--- src/rtl/bram_port_arbiter_if.sv ---
// Signal bundle for the shared BRAM port: CPU requester, debug requester and BRAM side.
// slave = arbiter view, master = requesters/BRAM environment view.
interface bram_port_arbiter_if #(
  parameter int unsigned ADDR_WIDTH = 16,
  parameter int unsigned DATA_WIDTH = 32
);
  logic                  cpu_req;
  logic [3:0]            cpu_we;
  logic [ADDR_WIDTH-1:0] cpu_addr;
  logic [DATA_WIDTH-1:0] cpu_wdata;
  logic                  cpu_gnt;
  logic                  cpu_rvalid;
  logic [DATA_WIDTH-1:0] cpu_rdata;

  logic                  dbg_req;
  logic                  dbg_lock;
  logic [3:0]            dbg_we;
  logic [ADDR_WIDTH-1:0] dbg_addr;
  logic [DATA_WIDTH-1:0] dbg_wdata;
  logic                  dbg_gnt;
  logic                  dbg_rvalid;
  logic [DATA_WIDTH-1:0] dbg_rdata;

  logic                  bram_en;
  logic [3:0]            bram_we;
  logic [ADDR_WIDTH-1:0] bram_addr;
  logic [DATA_WIDTH-1:0] bram_din;
  logic [DATA_WIDTH-1:0] bram_dout;

  modport slave (
    input  cpu_req, cpu_we, cpu_addr, cpu_wdata,
    output cpu_gnt, cpu_rvalid, cpu_rdata,
    input  dbg_req, dbg_lock, dbg_we, dbg_addr, dbg_wdata,
    output dbg_gnt, dbg_rvalid, dbg_rdata,
    output bram_en, bram_we, bram_addr, bram_din,
    input  bram_dout
  );

  modport master (
    output cpu_req, cpu_we, cpu_addr, cpu_wdata,
    input  cpu_gnt, cpu_rvalid, cpu_rdata,
    output dbg_req, dbg_lock, dbg_we, dbg_addr, dbg_wdata,
    input  dbg_gnt, dbg_rvalid, dbg_rdata,
    input  bram_en, bram_we, bram_addr, bram_din,
    output bram_dout
  );
endinterface

--- src/rtl/bram_port_arbiter.sv ---
// Arbitrates the single BRAM port between CPU and debug engine, with debug exclusive lock.
// Optional macro ARB_RR_EN: round-robin contention in the open state instead of debug priority.
module bram_port_arbiter #(
  parameter int unsigned ADDR_WIDTH   = 16,
  parameter int unsigned DATA_WIDTH   = 32,
  parameter int unsigned RD_LATENCY   = 1,
  parameter int unsigned LOCK_TIMEOUT = 1024
) (
  input  logic               clk,
  input  logic               rst_n,
  bram_port_arbiter_if.slave bus,
  output logic               lock_err
);

  localparam int unsigned CntW = $clog2(LOCK_TIMEOUT + 1);

  typedef enum logic [0:0] {StOpen, StLocked} state_e;

  state_e                state_q, state_d;
  logic [CntW-1:0]       cnt_q, cnt_d;
  logic                  err_q, err_d;
  logic [RD_LATENCY-1:0] tag_vld_q, tag_vld_d;
  logic [RD_LATENCY-1:0] tag_dbg_q, tag_dbg_d;

  logic                  cpu_gnt, dbg_gnt, rd_issue;
  logic                  port_en;
  logic [3:0]            port_we;
  logic [ADDR_WIDTH-1:0] port_addr;
  logic [DATA_WIDTH-1:0] port_din;

`ifdef ARB_RR_EN
  // 1: debug was granted most recently, so the CPU wins the next contention.
  logic last_dbg_q, last_dbg_d;
`endif

  always_comb begin
    cpu_gnt = 1'b0;
    dbg_gnt = 1'b0;
    if (state_q == StLocked) begin
      dbg_gnt = bus.dbg_req;
    end else if (bus.dbg_req && bus.cpu_req) begin
`ifdef ARB_RR_EN
      cpu_gnt = last_dbg_q;
      dbg_gnt = ~last_dbg_q;
`else
      dbg_gnt = 1'b1;
`endif
    end else begin
      cpu_gnt = bus.cpu_req;
      dbg_gnt = bus.dbg_req;
    end
  end

  always_comb begin
    port_en   = 1'b0;
    port_we   = 4'b0;
    port_addr = '0;
    port_din  = '0;
    if (dbg_gnt) begin
      port_en   = 1'b1;
      port_we   = bus.dbg_we;
      port_addr = bus.dbg_addr;
      port_din  = bus.dbg_wdata;
    end else if (cpu_gnt) begin
      port_en   = 1'b1;
      port_we   = bus.cpu_we;
      port_addr = bus.cpu_addr;
      port_din  = bus.cpu_wdata;
    end
  end

  assign bus.cpu_gnt   = cpu_gnt;
  assign bus.dbg_gnt   = dbg_gnt;
  assign bus.bram_en   = port_en;
  assign bus.bram_we   = port_we;
  assign bus.bram_addr = port_addr;
  assign bus.bram_din  = port_din;

  assign rd_issue = (dbg_gnt && (bus.dbg_we == 4'b0)) || (cpu_gnt && (bus.cpu_we == 4'b0));

  // Tags enter at bit 0 and leave from the top bit exactly RD_LATENCY edges later.
  always_comb begin
    tag_vld_d = RD_LATENCY'({tag_vld_q, rd_issue});
    tag_dbg_d = RD_LATENCY'({tag_dbg_q, dbg_gnt});
  end

  // Gated with rst_n so a return due in the reset cycle itself is already suppressed.
  assign bus.cpu_rvalid = rst_n & tag_vld_q[RD_LATENCY-1] & ~tag_dbg_q[RD_LATENCY-1];
  assign bus.dbg_rvalid = rst_n & tag_vld_q[RD_LATENCY-1] & tag_dbg_q[RD_LATENCY-1];
  assign bus.cpu_rdata  = bus.bram_dout;
  assign bus.dbg_rdata  = bus.bram_dout;
  assign lock_err       = err_q;

  always_comb begin
    state_d = state_q;
    cnt_d   = cnt_q;
    err_d   = err_q;
    unique case (state_q)
      StOpen: begin
        cnt_d = '0;
        if (dbg_gnt && bus.dbg_lock) begin
          state_d = StLocked;
        end
      end
      StLocked: begin
        if (!bus.dbg_lock) begin
          state_d = StOpen;
          cnt_d   = '0;
        end else if (bus.dbg_req) begin
          cnt_d = '0;
        end else if (cnt_q == CntW'(LOCK_TIMEOUT - 1)) begin
          // Debug engine went quiet while holding the lock: release and flag it.
          state_d = StOpen;
          cnt_d   = '0;
          err_d   = 1'b1;
        end else begin
          cnt_d = cnt_q + CntW'(1);
        end
      end
      default: begin
        state_d = StOpen;
        cnt_d   = '0;
      end
    endcase
  end

`ifdef ARB_RR_EN
  always_comb begin
    last_dbg_d = last_dbg_q;
    if (dbg_gnt) begin
      last_dbg_d = 1'b1;
    end else if (cpu_gnt) begin
      last_dbg_d = 1'b0;
    end
  end
`endif

  always_ff @(posedge clk) begin
    if (!rst_n) begin
      state_q   <= StOpen;
      cnt_q     <= '0;
      err_q     <= 1'b0;
      tag_vld_q <= '0;
      tag_dbg_q <= '0;
`ifdef ARB_RR_EN
      last_dbg_q <= 1'b0;
`endif
    end else begin
      state_q   <= state_d;
      cnt_q     <= cnt_d;
      err_q     <= err_d;
      tag_vld_q <= tag_vld_d;
      tag_dbg_q <= tag_dbg_d;
`ifdef ARB_RR_EN
      last_dbg_q <= last_dbg_d;
`endif
    end
  end

endmodule
--- src/flat_wrapper.sv ---
// flat-port wrapper written by rule: the top's interface ports become plain ports
module bram_port_arbiter_flat 
#(
  parameter int unsigned ADDR_WIDTH   = 16,
  parameter int unsigned DATA_WIDTH   = 32,
  parameter int unsigned RD_LATENCY   = 1,
  parameter int unsigned LOCK_TIMEOUT = 1024
)
  (clk, rst_n, lock_err, bus_cpu_req, bus_cpu_we, bus_cpu_addr, bus_cpu_wdata, bus_cpu_gnt, bus_cpu_rvalid, bus_cpu_rdata, bus_dbg_req, bus_dbg_lock, bus_dbg_we, bus_dbg_addr, bus_dbg_wdata, bus_dbg_gnt, bus_dbg_rvalid, bus_dbg_rdata, bus_bram_en, bus_bram_we, bus_bram_addr, bus_bram_din, bus_bram_dout);
  bram_port_arbiter_if #(.ADDR_WIDTH(ADDR_WIDTH), .DATA_WIDTH(DATA_WIDTH)) bus_i ();
  input  logic clk;
  input  logic rst_n;
  output logic lock_err;
  input wire logic [$bits(bus_i.cpu_req)-1:0] bus_cpu_req;
  input wire logic [$bits(bus_i.cpu_we)-1:0] bus_cpu_we;
  input wire logic [$bits(bus_i.cpu_addr)-1:0] bus_cpu_addr;
  input wire logic [$bits(bus_i.cpu_wdata)-1:0] bus_cpu_wdata;
  output wire logic [$bits(bus_i.cpu_gnt)-1:0] bus_cpu_gnt;
  output wire logic [$bits(bus_i.cpu_rvalid)-1:0] bus_cpu_rvalid;
  output wire logic [$bits(bus_i.cpu_rdata)-1:0] bus_cpu_rdata;
  input wire logic [$bits(bus_i.dbg_req)-1:0] bus_dbg_req;
  input wire logic [$bits(bus_i.dbg_lock)-1:0] bus_dbg_lock;
  input wire logic [$bits(bus_i.dbg_we)-1:0] bus_dbg_we;
  input wire logic [$bits(bus_i.dbg_addr)-1:0] bus_dbg_addr;
  input wire logic [$bits(bus_i.dbg_wdata)-1:0] bus_dbg_wdata;
  output wire logic [$bits(bus_i.dbg_gnt)-1:0] bus_dbg_gnt;
  output wire logic [$bits(bus_i.dbg_rvalid)-1:0] bus_dbg_rvalid;
  output wire logic [$bits(bus_i.dbg_rdata)-1:0] bus_dbg_rdata;
  output wire logic [$bits(bus_i.bram_en)-1:0] bus_bram_en;
  output wire logic [$bits(bus_i.bram_we)-1:0] bus_bram_we;
  output wire logic [$bits(bus_i.bram_addr)-1:0] bus_bram_addr;
  output wire logic [$bits(bus_i.bram_din)-1:0] bus_bram_din;
  input wire logic [$bits(bus_i.bram_dout)-1:0] bus_bram_dout;
  assign bus_i.cpu_req = bus_cpu_req;
  assign bus_i.cpu_we = bus_cpu_we;
  assign bus_i.cpu_addr = bus_cpu_addr;
  assign bus_i.cpu_wdata = bus_cpu_wdata;
  assign bus_cpu_gnt = bus_i.cpu_gnt;
  assign bus_cpu_rvalid = bus_i.cpu_rvalid;
  assign bus_cpu_rdata = bus_i.cpu_rdata;
  assign bus_i.dbg_req = bus_dbg_req;
  assign bus_i.dbg_lock = bus_dbg_lock;
  assign bus_i.dbg_we = bus_dbg_we;
  assign bus_i.dbg_addr = bus_dbg_addr;
  assign bus_i.dbg_wdata = bus_dbg_wdata;
  assign bus_dbg_gnt = bus_i.dbg_gnt;
  assign bus_dbg_rvalid = bus_i.dbg_rvalid;
  assign bus_dbg_rdata = bus_i.dbg_rdata;
  assign bus_bram_en = bus_i.bram_en;
  assign bus_bram_we = bus_i.bram_we;
  assign bus_bram_addr = bus_i.bram_addr;
  assign bus_bram_din = bus_i.bram_din;
  assign bus_i.bram_dout = bus_bram_dout;
  bram_port_arbiter #(.ADDR_WIDTH(ADDR_WIDTH), .DATA_WIDTH(DATA_WIDTH), .RD_LATENCY(RD_LATENCY), .LOCK_TIMEOUT(LOCK_TIMEOUT)) u_core (.clk(clk), .rst_n(rst_n), .bus(bus_i), .lock_err(lock_err));
endmodule
--- config.mk ---
export PLATFORM = sky130hd
export DESIGN_NAME = bram_port_arbiter_flat
export DESIGN_NICKNAME = d
export VERILOG_FILES = /design/src/rtl/bram_port_arbiter_if.sv /design/src/rtl/bram_port_arbiter.sv /design/src/flat_wrapper.sv
export SDC_FILE = /design/constraint.sdc
export NUM_CORES = 1
export LEC_CHECK = 0
export CORE_AREA = 2 2 102 104
export CTS_CLUSTER_DIAMETER = 60
export DETAILED_ROUTE_END_ITERATION = 12
export DIE_AREA = 0 0 104 106
export PLACE_DENSITY = 0.65
export SLEW_MARGIN = 5
export SYNTH_ARGS = -nofsm -noshare
export SYNTH_HDL_FRONTEND = slang
export SYNTH_SLANG_ARGS = --single-unit
--- constraint.sdc ---
create_clock -name clk -period 1.9 [get_ports clk]
set_input_delay 0.38 -clock clk [delete_from_list [all_inputs] [get_ports clk]]
set_output_delay 0.38 -clock clk [all_outputs]
set_load 0.02 [all_outputs]
After elaboration in Yosys (flattened, before gate mapping)
Index checks and enable logic that the tools add are counted.

storage, ports and cells
  flip-flop bits (word level) = 15
  latch bits = 0
  RAM bits = 0
  ROM bits = 0
  input port bits = 141
  output and inout port bits = 122
  word-level logic and storage cells = 42
  memories = 0

operators by class
  add/sub/neg operators = 1
  $mul = 0
  div/mod/pow operators = 0
  magnitude comparators = 0
  eq/ne operators = 1
  shift operators = 0
  muxes and demuxes = 21
  bitwise operators = 6
  reductions and logical operators = 8

operators with widths
  kind                                                                     count
  32-bit 2-to-1 mux                                                        2
  11-bit 2-to-1 mux                                                        3
  16-bit 2-to-1 mux                                                        2
  11-bit case mux with 2 select lines                                      1
  11-bit by 1-bit adder with 11-bit output, second input constant          1
  11-bit by 10-bit equality test with 1-bit output, second input constant  1
  1-bit 2-to-1 mux                                                         10
  4-bit zero test                                                          2
  4-bit 2-to-1 mux                                                         2
  1-bit logical AND                                                        4
  4-bit AND reduction                                                      1
  1-bit AND                                                                3
  1-bit inverter                                                           3
  1-bit case mux with 2 select lines                                       1
  1-bit logical OR                                                         1

Longest topological paths before layout
Gate-level depths: netlist (run 1).

  word-level depth = 6
  depth in mapped cells = 4
  gate-level depth less buffers = 4

Least setup slack after synthesis (run 1)
OpenSTA, ideal clock, no wires.

  path kind = in2out
  start = input port bus_dbg_req
  end = output port bus_bram_din[22]
  arrival = 1.230 ns
  data required time = 1.520 ns
  path slack = 0.290 ns
  stages = 4
  buffers on the path = 2
  path through = nor3b_1 -> buf_2 -> buf_2 -> a22o_1

on the way
  longest elaborated chain between the ends = 5
  elaborated cells on any way between the ends = 7

ends and longest elaborated chain
  what               line                     text
  from (decl)        flat_wrapper.sv:21       input wire logic [$bits(bus_i.dbg_req)-1:0] bus_dbg_req;
  1-bit logical AND  bram_port_arbiter.sv:41  end else if (bus.dbg_req && bus.cpu_req) begin
  1-bit 2-to-1 mux   bram_port_arbiter.sv:41
  1-bit 2-to-1 mux   bram_port_arbiter.sv:39  if (state_q == StLocked) begin
  via bus_cpu_gnt    flat_wrapper.sv:18       output wire logic [$bits(bus_i.cpu_gnt)-1:0] bus_cpu_gnt;
  32-bit 2-to-1 mux  bram_port_arbiter.sv:64  end else if (cpu_gnt) begin
  32-bit 2-to-1 mux  bram_port_arbiter.sv:59  if (dbg_gnt) begin
  to (decl)          flat_wrapper.sv:32       output wire logic [$bits(bus_i.bram_din)-1:0] bus_bram_din;

The timed path passes the listed nets, and every way through them passes these cells.

Worst setup path after layout (run 1)
  start = register u_core.state_q
  end = output port bus_bram_addr[12]

on the way
  longest elaborated chain between the ends = 3
  elaborated cells on any way between the ends = 4

ends and longest elaborated chain
  what                    line                      text
  from (decl)             bram_port_arbiter.sv:19   state_e state_q, state_d;
  from (signal assigned)  bram_port_arbiter.sv:140  state_q <= StOpen;
  from (signal assigned)  bram_port_arbiter.sv:149  state_q <= state_d;
  1-bit 2-to-1 mux        bram_port_arbiter.sv:39
  16-bit 2-to-1 mux       bram_port_arbiter.sv:64
  16-bit 2-to-1 mux *     bram_port_arbiter.sv:59
  to (decl)               flat_wrapper.sv:31        output wire logic [$bits(bus_i.bram_addr)-1:0] bus_bram_addr;

Mark *: on every way between the ends. The rest lies on a longest branch, timed or not.

==> impl_results.md, run 1 <==
- Status: finished, violations left
- Failing checks: negative setup slack
- Cell with the most instances after synthesis: buf_4
- Number of global-route vias before repair: 2060
- Endpoints failing setup: 3
- Largest net degree at the start of global routing: 40
- Syn nets: 341
- Final worst-path cycle share: 1.011
- Sequential share of the synthesized area: 0.1805
- Largest stage delay on the critical path: 0.33 ns
- Boundary pin count: 263
- Minimum clock period: 1.922 ns
- Die area: 11020 um2
- DR iter-0 viols: 83
- CP bufs+invs: 4
- Synth Instances: 199
- Inserted Clock Buffers: 3
- Worst VDD drop: 0.1680 mV
- Top_reg_cell synth: dfxtp_1
- Slew Viols, Final: 0
- Final Cell Area: 3303 um2
- RSZ-0062 raised after global routing: true
- Max-slew headroom: 0.6371
- Hold_sp: u_core.cnt_q[0]$_SDFF_PP0_
- Clock Root Buffer: clkbuf_8
- Netlist cell types: 32
- Diodes inserted: 0
- R2r setup slk: 0.32 ns
- CTS tree: yes
- Top cells by area, synth: buf_4 (29%), a22o_1 (28%), dfxtp_1 (18%)
- Final HPWL DP: 6153 um
- CP top delay family: buffers and inverters
- Post-Layout Cell Count: 446
- Syn Area/Cell: 8.362 um2
- Reg2reg end: u_core.cnt_q[3]$_SDFF_PP0_
- Synth cell count leaders: buf_4 (64), a22o_1 (53), dfxtp_1 (15), buf_2 (7), nor2_1 (6)
- Final Skew: 0.002694 ns
- Rows: 37
- Clk_lat worst skew: 0.25 ns
- Crit-path max FO: 7
- CTS max path bufs: 2
- Mapped Area: 1664 um2
- # port buffers: 166
- Min-Delay Endpoint: u_core.cnt_q[0]$_SDFF_PP0_
- Die width: 104 um
- Vias: 1948
- Final #Nets: 453
- Antenna violations before repair: 0
- CP max-delay cell: dfxtp_2
- Fillers: 1069
- Synth top area share: 0.2887
- Synth async-reset ratio: 0
- # H-tree levels: 1
- Worst-path clk slew: 0.05 ns
- Placed instance area: 3037 um2
- Fin Setup TNS: -0.02907 ns
- Yosys warns: 0
- HP Class: register to register
- LEAKAGE: 1.333 nW
- Sink Count: 15
- Final hold slack: 0.4711 ns
- Final Routed Wirelength: 8712 um
- Hold Violations, Final: 0
- Startpoint Class: register
- Hold depth: 1
- Fmax: 520.4 MHz
- First-pass GRT wire length: 12180 um
- Total GRT Usage: 0.1457
- Share of layout cells above drive strength 1: 0.2742
- Measured slew at the worst slew-check pin: 0.5425 ns
- Core area: 10000 um2
- Placer congestion estimate: 0.7493
- Crit path required time: 1.52 ns
- Initial core utilization: 0.1664
- Yosys top cell by area: buf_4
- Drt pass-1 iters: 4
- CP dominant cell by count: buf_6
- Critical path arrival: 1.54 ns
- Kind of critical path: register to output pin
- Die Ht: 106 um
- R2R Path Start: u_core.cnt_q[0]$_SDFF_PP0_
- Drt via density: 4.368
- DRC Markers: 0
- Placed cells: 431
- Routed Antenna Nets: 0
- Wirelength per Cell: 19.53 um
- Post-synthesis register bit count: 15
- Worst Slack Setup Final: -0.02155 ns
- PD cells: 406.0 nW/um2
- Critical-path cell list: nor3b_4, buf_6, buf_12, buf_16, a22o_1, buf_6
- Max Cap Viol: 0
- Setup crit end kind: output pin
- Gr ovfl total: 0
- Synth-to-Final Area Change: 98.50%
- Number of enable flip-flop cells after synthesis: 0
- R2r worst-path depth: 4
layout by cell type (no fill, tap or decap), drive strengths merged, types with 3 or more instances in the layout:
master and count:
a21oi 5, a22o 53, buf 72, clkbuf 5
clkdlybuf4s50 108, dfxtp 15, dlygate4sd2 3, inv 4
nand3 5, nand4 3, nor2 6, nor4 3
o21ai 5, or3 4
timing repair:
action,4_1_cts,5_1_grt
buffers inserted,5,0
gates cloned,5,1
pin swaps,3,7
resized for setup,248,51
endpoints found under the setup margin,56,34
endpoints found under the hold margin,0,0
hold buffers,0,0
layout make-up:
class,count,area [um2],area share
Timing Repair Buffer,185,1944,0.5886
Multi-Input combinational cell,102,827.0,0.2504
Sequential cell,15,301.5,0.09129
Tap cell,136,170.2,0.05152
Clock buffer,4,45.04,0.01364
Inverter,4,15.01,0.004545
logic make-up (layout without fill, tap and decap cells):
logic type	Yosys count	after routing	synth area share
compound gates	68	68	0.3481
xor+xnor	3	3	0.01579
fa+ha+maj	1	1	0.007518
buf+inv	82	193	0.3346
flops	15	15	0.1805
simple gates	30	30	0.1135
routing by layer:
| layer | GRT usage | share of wire |
|---|---|---|
| met5 | 0 | 0 |
| met4 | 0.01834 | 0.0036 |
| met3 | 0.03311 | 0.071 |
| met2 | 0.2857 | 0.54 |
| met1 | 0.1635 | 0.38 |
per-stage QoR:
stage | worst slack (ns) | utilization | power (mW)
floorplan | 0.2902 | - | 0.7691
global placement | -0.6732 | 0.3037 | 1.010
detailed placement | -0.6866 | 0.3037 | 1.008
CTS | -0.02595 | 0.3141 | 1.292
global route | -0.06929 | 0.3303 | 1.397
finish | -0.02155 | 0.3303 | 1.341
how the worst max path moves through the flow:
stage / startpoint / endpoint / depth (start not counted)
after detailed placement: bus_cpu_req / bus_bram_addr[12] / 5
after floorplan: bus_dbg_req / bus_bram_din[22] / 4
after global routing: u_core.state_q$_SDFF_PN0_ / bus_bram_addr[12] / 6
final: u_core.state_q$_SDFF_PN0_ / bus_bram_addr[12] / 6
after global placement: bus_cpu_req / bus_bram_addr[12] / 5
after CTS: bus_cpu_req / bus_bram_addr[1] / 7
flip-flops by register name, summed over array words and instances, names as in the netlist:
register	cells
u_core.state_q	1
u_core.lock_err	1
u_core.tag_dbg_q	1
u_core.cnt_q	11
u_core.tag_vld_q	1
where the power goes:
| group | switching (mW) | leakage [nW] | total (mW) | internal, mW |
|---|---|---|---|---|
| registers | 0.00227 | 0.122 | 0.320 | 0.318 |
| logic | 0.306 | 1.19 | 0.767 | 0.462 |
| clock network | 0.105 | 0.0228 | 0.254 | 0.148 |
(Power assumes the default switching activity.)
==> inputs of run 2 (changes only) <==
--- a/config.mk
+++ b/config.mk
@@ -10,6 +10,7 @@
 export DETAILED_ROUTE_END_ITERATION = 12
 export DIE_AREA = 0 0 104 106
 export PLACE_DENSITY = 0.65
+export SKIP_LAST_GASP = 1
 export SLEW_MARGIN = 5
 export SYNTH_ARGS = -nofsm -noshare
 export SYNTH_HDL_FRONTEND = slang
==> run 2 against run 1 <==
Worst setup slack better by 0.0034 ns. The flow still finishes with violations (negative setup slack). Critical path type unchanged. Register-to-register slack about the same. Fmax up 0.18%. Core utilization down 0.13 points. First-iteration DRC count up 1.2%. Hold slack unchanged. Critical path depth unchanged. Design area down 0.38%.
==> impl_results.md, run 2 (synthesized netlist as in run 1, its figures left out) <==
- Wirelength per Cell: 19.51 um
- Boundary pin count: 263
- Number of global-route vias before repair: 2060
- Minimum clock period: 1.918 ns
- Multi-input gate area in the final layout: 827.0 um2
- # H-tree levels: 1
- CP top delay family: buffers and inverters
- Drt via density: 4.372
- Max reg flops: 11
- Sink Count: 15
- CP max-delay cell: dfxtp_2
- Startpoint Class: register
- R2r setup slk: 0.32 ns
- Routed Antenna Nets: 0
- Most flop-heavy register: u_core.cnt_q
- Fin util: 0.3291
- Measured slew at the worst slew-check pin: 0.5426 ns
- Hold_sp: u_core.cnt_q[0]$_SDFF_PP0_
- Placer congestion estimate: 0.7493
- Fillers: 1072
- Core area: 10000 um2
- Synth-to-Final Area Change: 97.74%
- Final hold slack: 0.4711 ns
- Slew Viols, Final: 0
- # port buffers: 166
- Die width: 104 um
- Fin Setup TNS: -0.03331 ns
- Share of layout cells above drive strength 1: 0.2710
- Die Ht: 106 um
- Die area: 11020 um2
- Register area: 301.5 um2
- Worst VDD drop: 0.1681 mV
- Clock Root Buffer: clkbuf_8
- Final Skew: 0.002754 ns
- Min-Delay Endpoint: u_core.cnt_q[0]$_SDFF_PP0_
- Total GRT Usage: 0.1457
- Hold depth: 1
- Antenna violations before repair: 0
- RSZ-0062 raised after global routing: true
- Worst Slack Setup Final: -0.01817 ns
- PD cells: 406.3 nW/um2
- Largest stage delay on the critical path: 0.33 ns
- Fmax: 521.3 MHz
- Final worst-path cycle share: 1.010
- R2r worst-path depth: 4
- CTS max path bufs: 2
- Reg2reg end: u_core.cnt_q[3]$_SDFF_PP0_
- Pre-CTS worst setup slack: -0.6866 ns
- Final Routed Wirelength: 8702 um
- Critical path arrival: 1.54 ns
- Commonest non-fill, non-tap cell in the layout: clkdlybuf4s50_1
- Kind of critical path: register to output pin
- Rows: 37
- Drt pass-1 iters: 4
- CP dominant cell by count: buf_6
- Failing checks: negative setup slack
- Hold Violations, Final: 0
- DRC Markers: 0
- Max-slew headroom: 0.6370
- Crit path required time: 1.52 ns
- R2R Path Start: u_core.cnt_q[0]$_SDFF_PP0_
- LEAKAGE: 1.329 nW
- Clk_lat worst skew: 0.25 ns
- DR iter-0 viols: 84
- Max Cap Viol: 0
- Final HPWL DP: 6153 um
- Worst-path clk slew: 0.05 ns
- Commonest non-fill, non-tap cells in the layout: clkdlybuf4s50_1 (108), a22o_1 (52), buf_6 (37)
- Largest net degree at the start of global routing: 40
- Setup crit end kind: output pin
- Final #Nets: 453
- First-pass GRT wire length: 12180 um
- HP Class: register to register
- Crit-path max FO: 7
- CP bufs+invs: 4
- Initial core utilization: 0.1664
- Endpoints failing setup: 5
- Critical-path cell list: nor3b_4, buf_6, buf_12, buf_16, a22o_1, buf_6
- CTS tree: yes
- Status: finished, violations left
- Gr ovfl total: 0
- Vias: 1950
- Diodes inserted: 0
- Inserted Clock Buffers: 3
==> run 2: cell counts in the layout (fill, tap and decap cells not counted) <==
No cell type changed its count.
==> run 2: cell type report <==
class | instances | area share
clock buffer | 4 | 0.01369
inverter | 4 | 0.004563
multi-input combinational | 102 | 0.2513
sequential | 15 | 0.09163
tap | 136 | 0.05171
timing repair buffer | 185 | 0.5871
==> run 2: power breakdown <==
group / total [mW] / leakage, nW / internal, mW / switching, mW
logic: 0.763 / 1.18 / 0.459 / 0.304
clock network: 0.254 / 0.0228 / 0.148 / 0.105
registers: 0.320 / 0.122 / 0.318 / 0.00227
total: 1.34 / 1.33 / 0.925 / 0.412
==> run 2: what timing repair did <==
item,CTS,global route
setup buffers,5,0
hold buffers,0,0
gates cloned,5,1
endpoints found under the setup margin,56,37
gates resized for setup,242,53
pin swaps,3,7
==> run 2: per-layer routing <==
metal	wire, um	GRT usage
met5	0	0
met4	31	0.01834
met3	616	0.03311
met2	4739	0.2852
met1	3315	0.1638
==> run 2: how the worst max path moves through the flow <==
stage	slack, ns	to	from	cells after the start
after global routing	-0.07	bus_bram_addr[12]	u_core.state_q$_SDFF_PN0_	6
after detailed placement	-0.69	bus_bram_addr[12]	bus_cpu_req	5
final	-0.02	bus_bram_addr[12]	u_core.state_q$_SDFF_PN0_	6
after global placement	-0.67	bus_bram_addr[12]	bus_cpu_req	5
after CTS	-0.05	bus_bram_addr[1]	bus_cpu_req	7
after floorplan	0.29	bus_bram_din[22]	bus_dbg_req	4
==> run 2: through the flow <==
stage	power, mW	instance area, um2	std cells
finish	1.337	3291	446
floorplan	0.7691	1664	199
global route	1.393	3291	446
global placement	1.010	3037	431
CTS	1.287	3123	445
detailed placement	1.008	3037	431
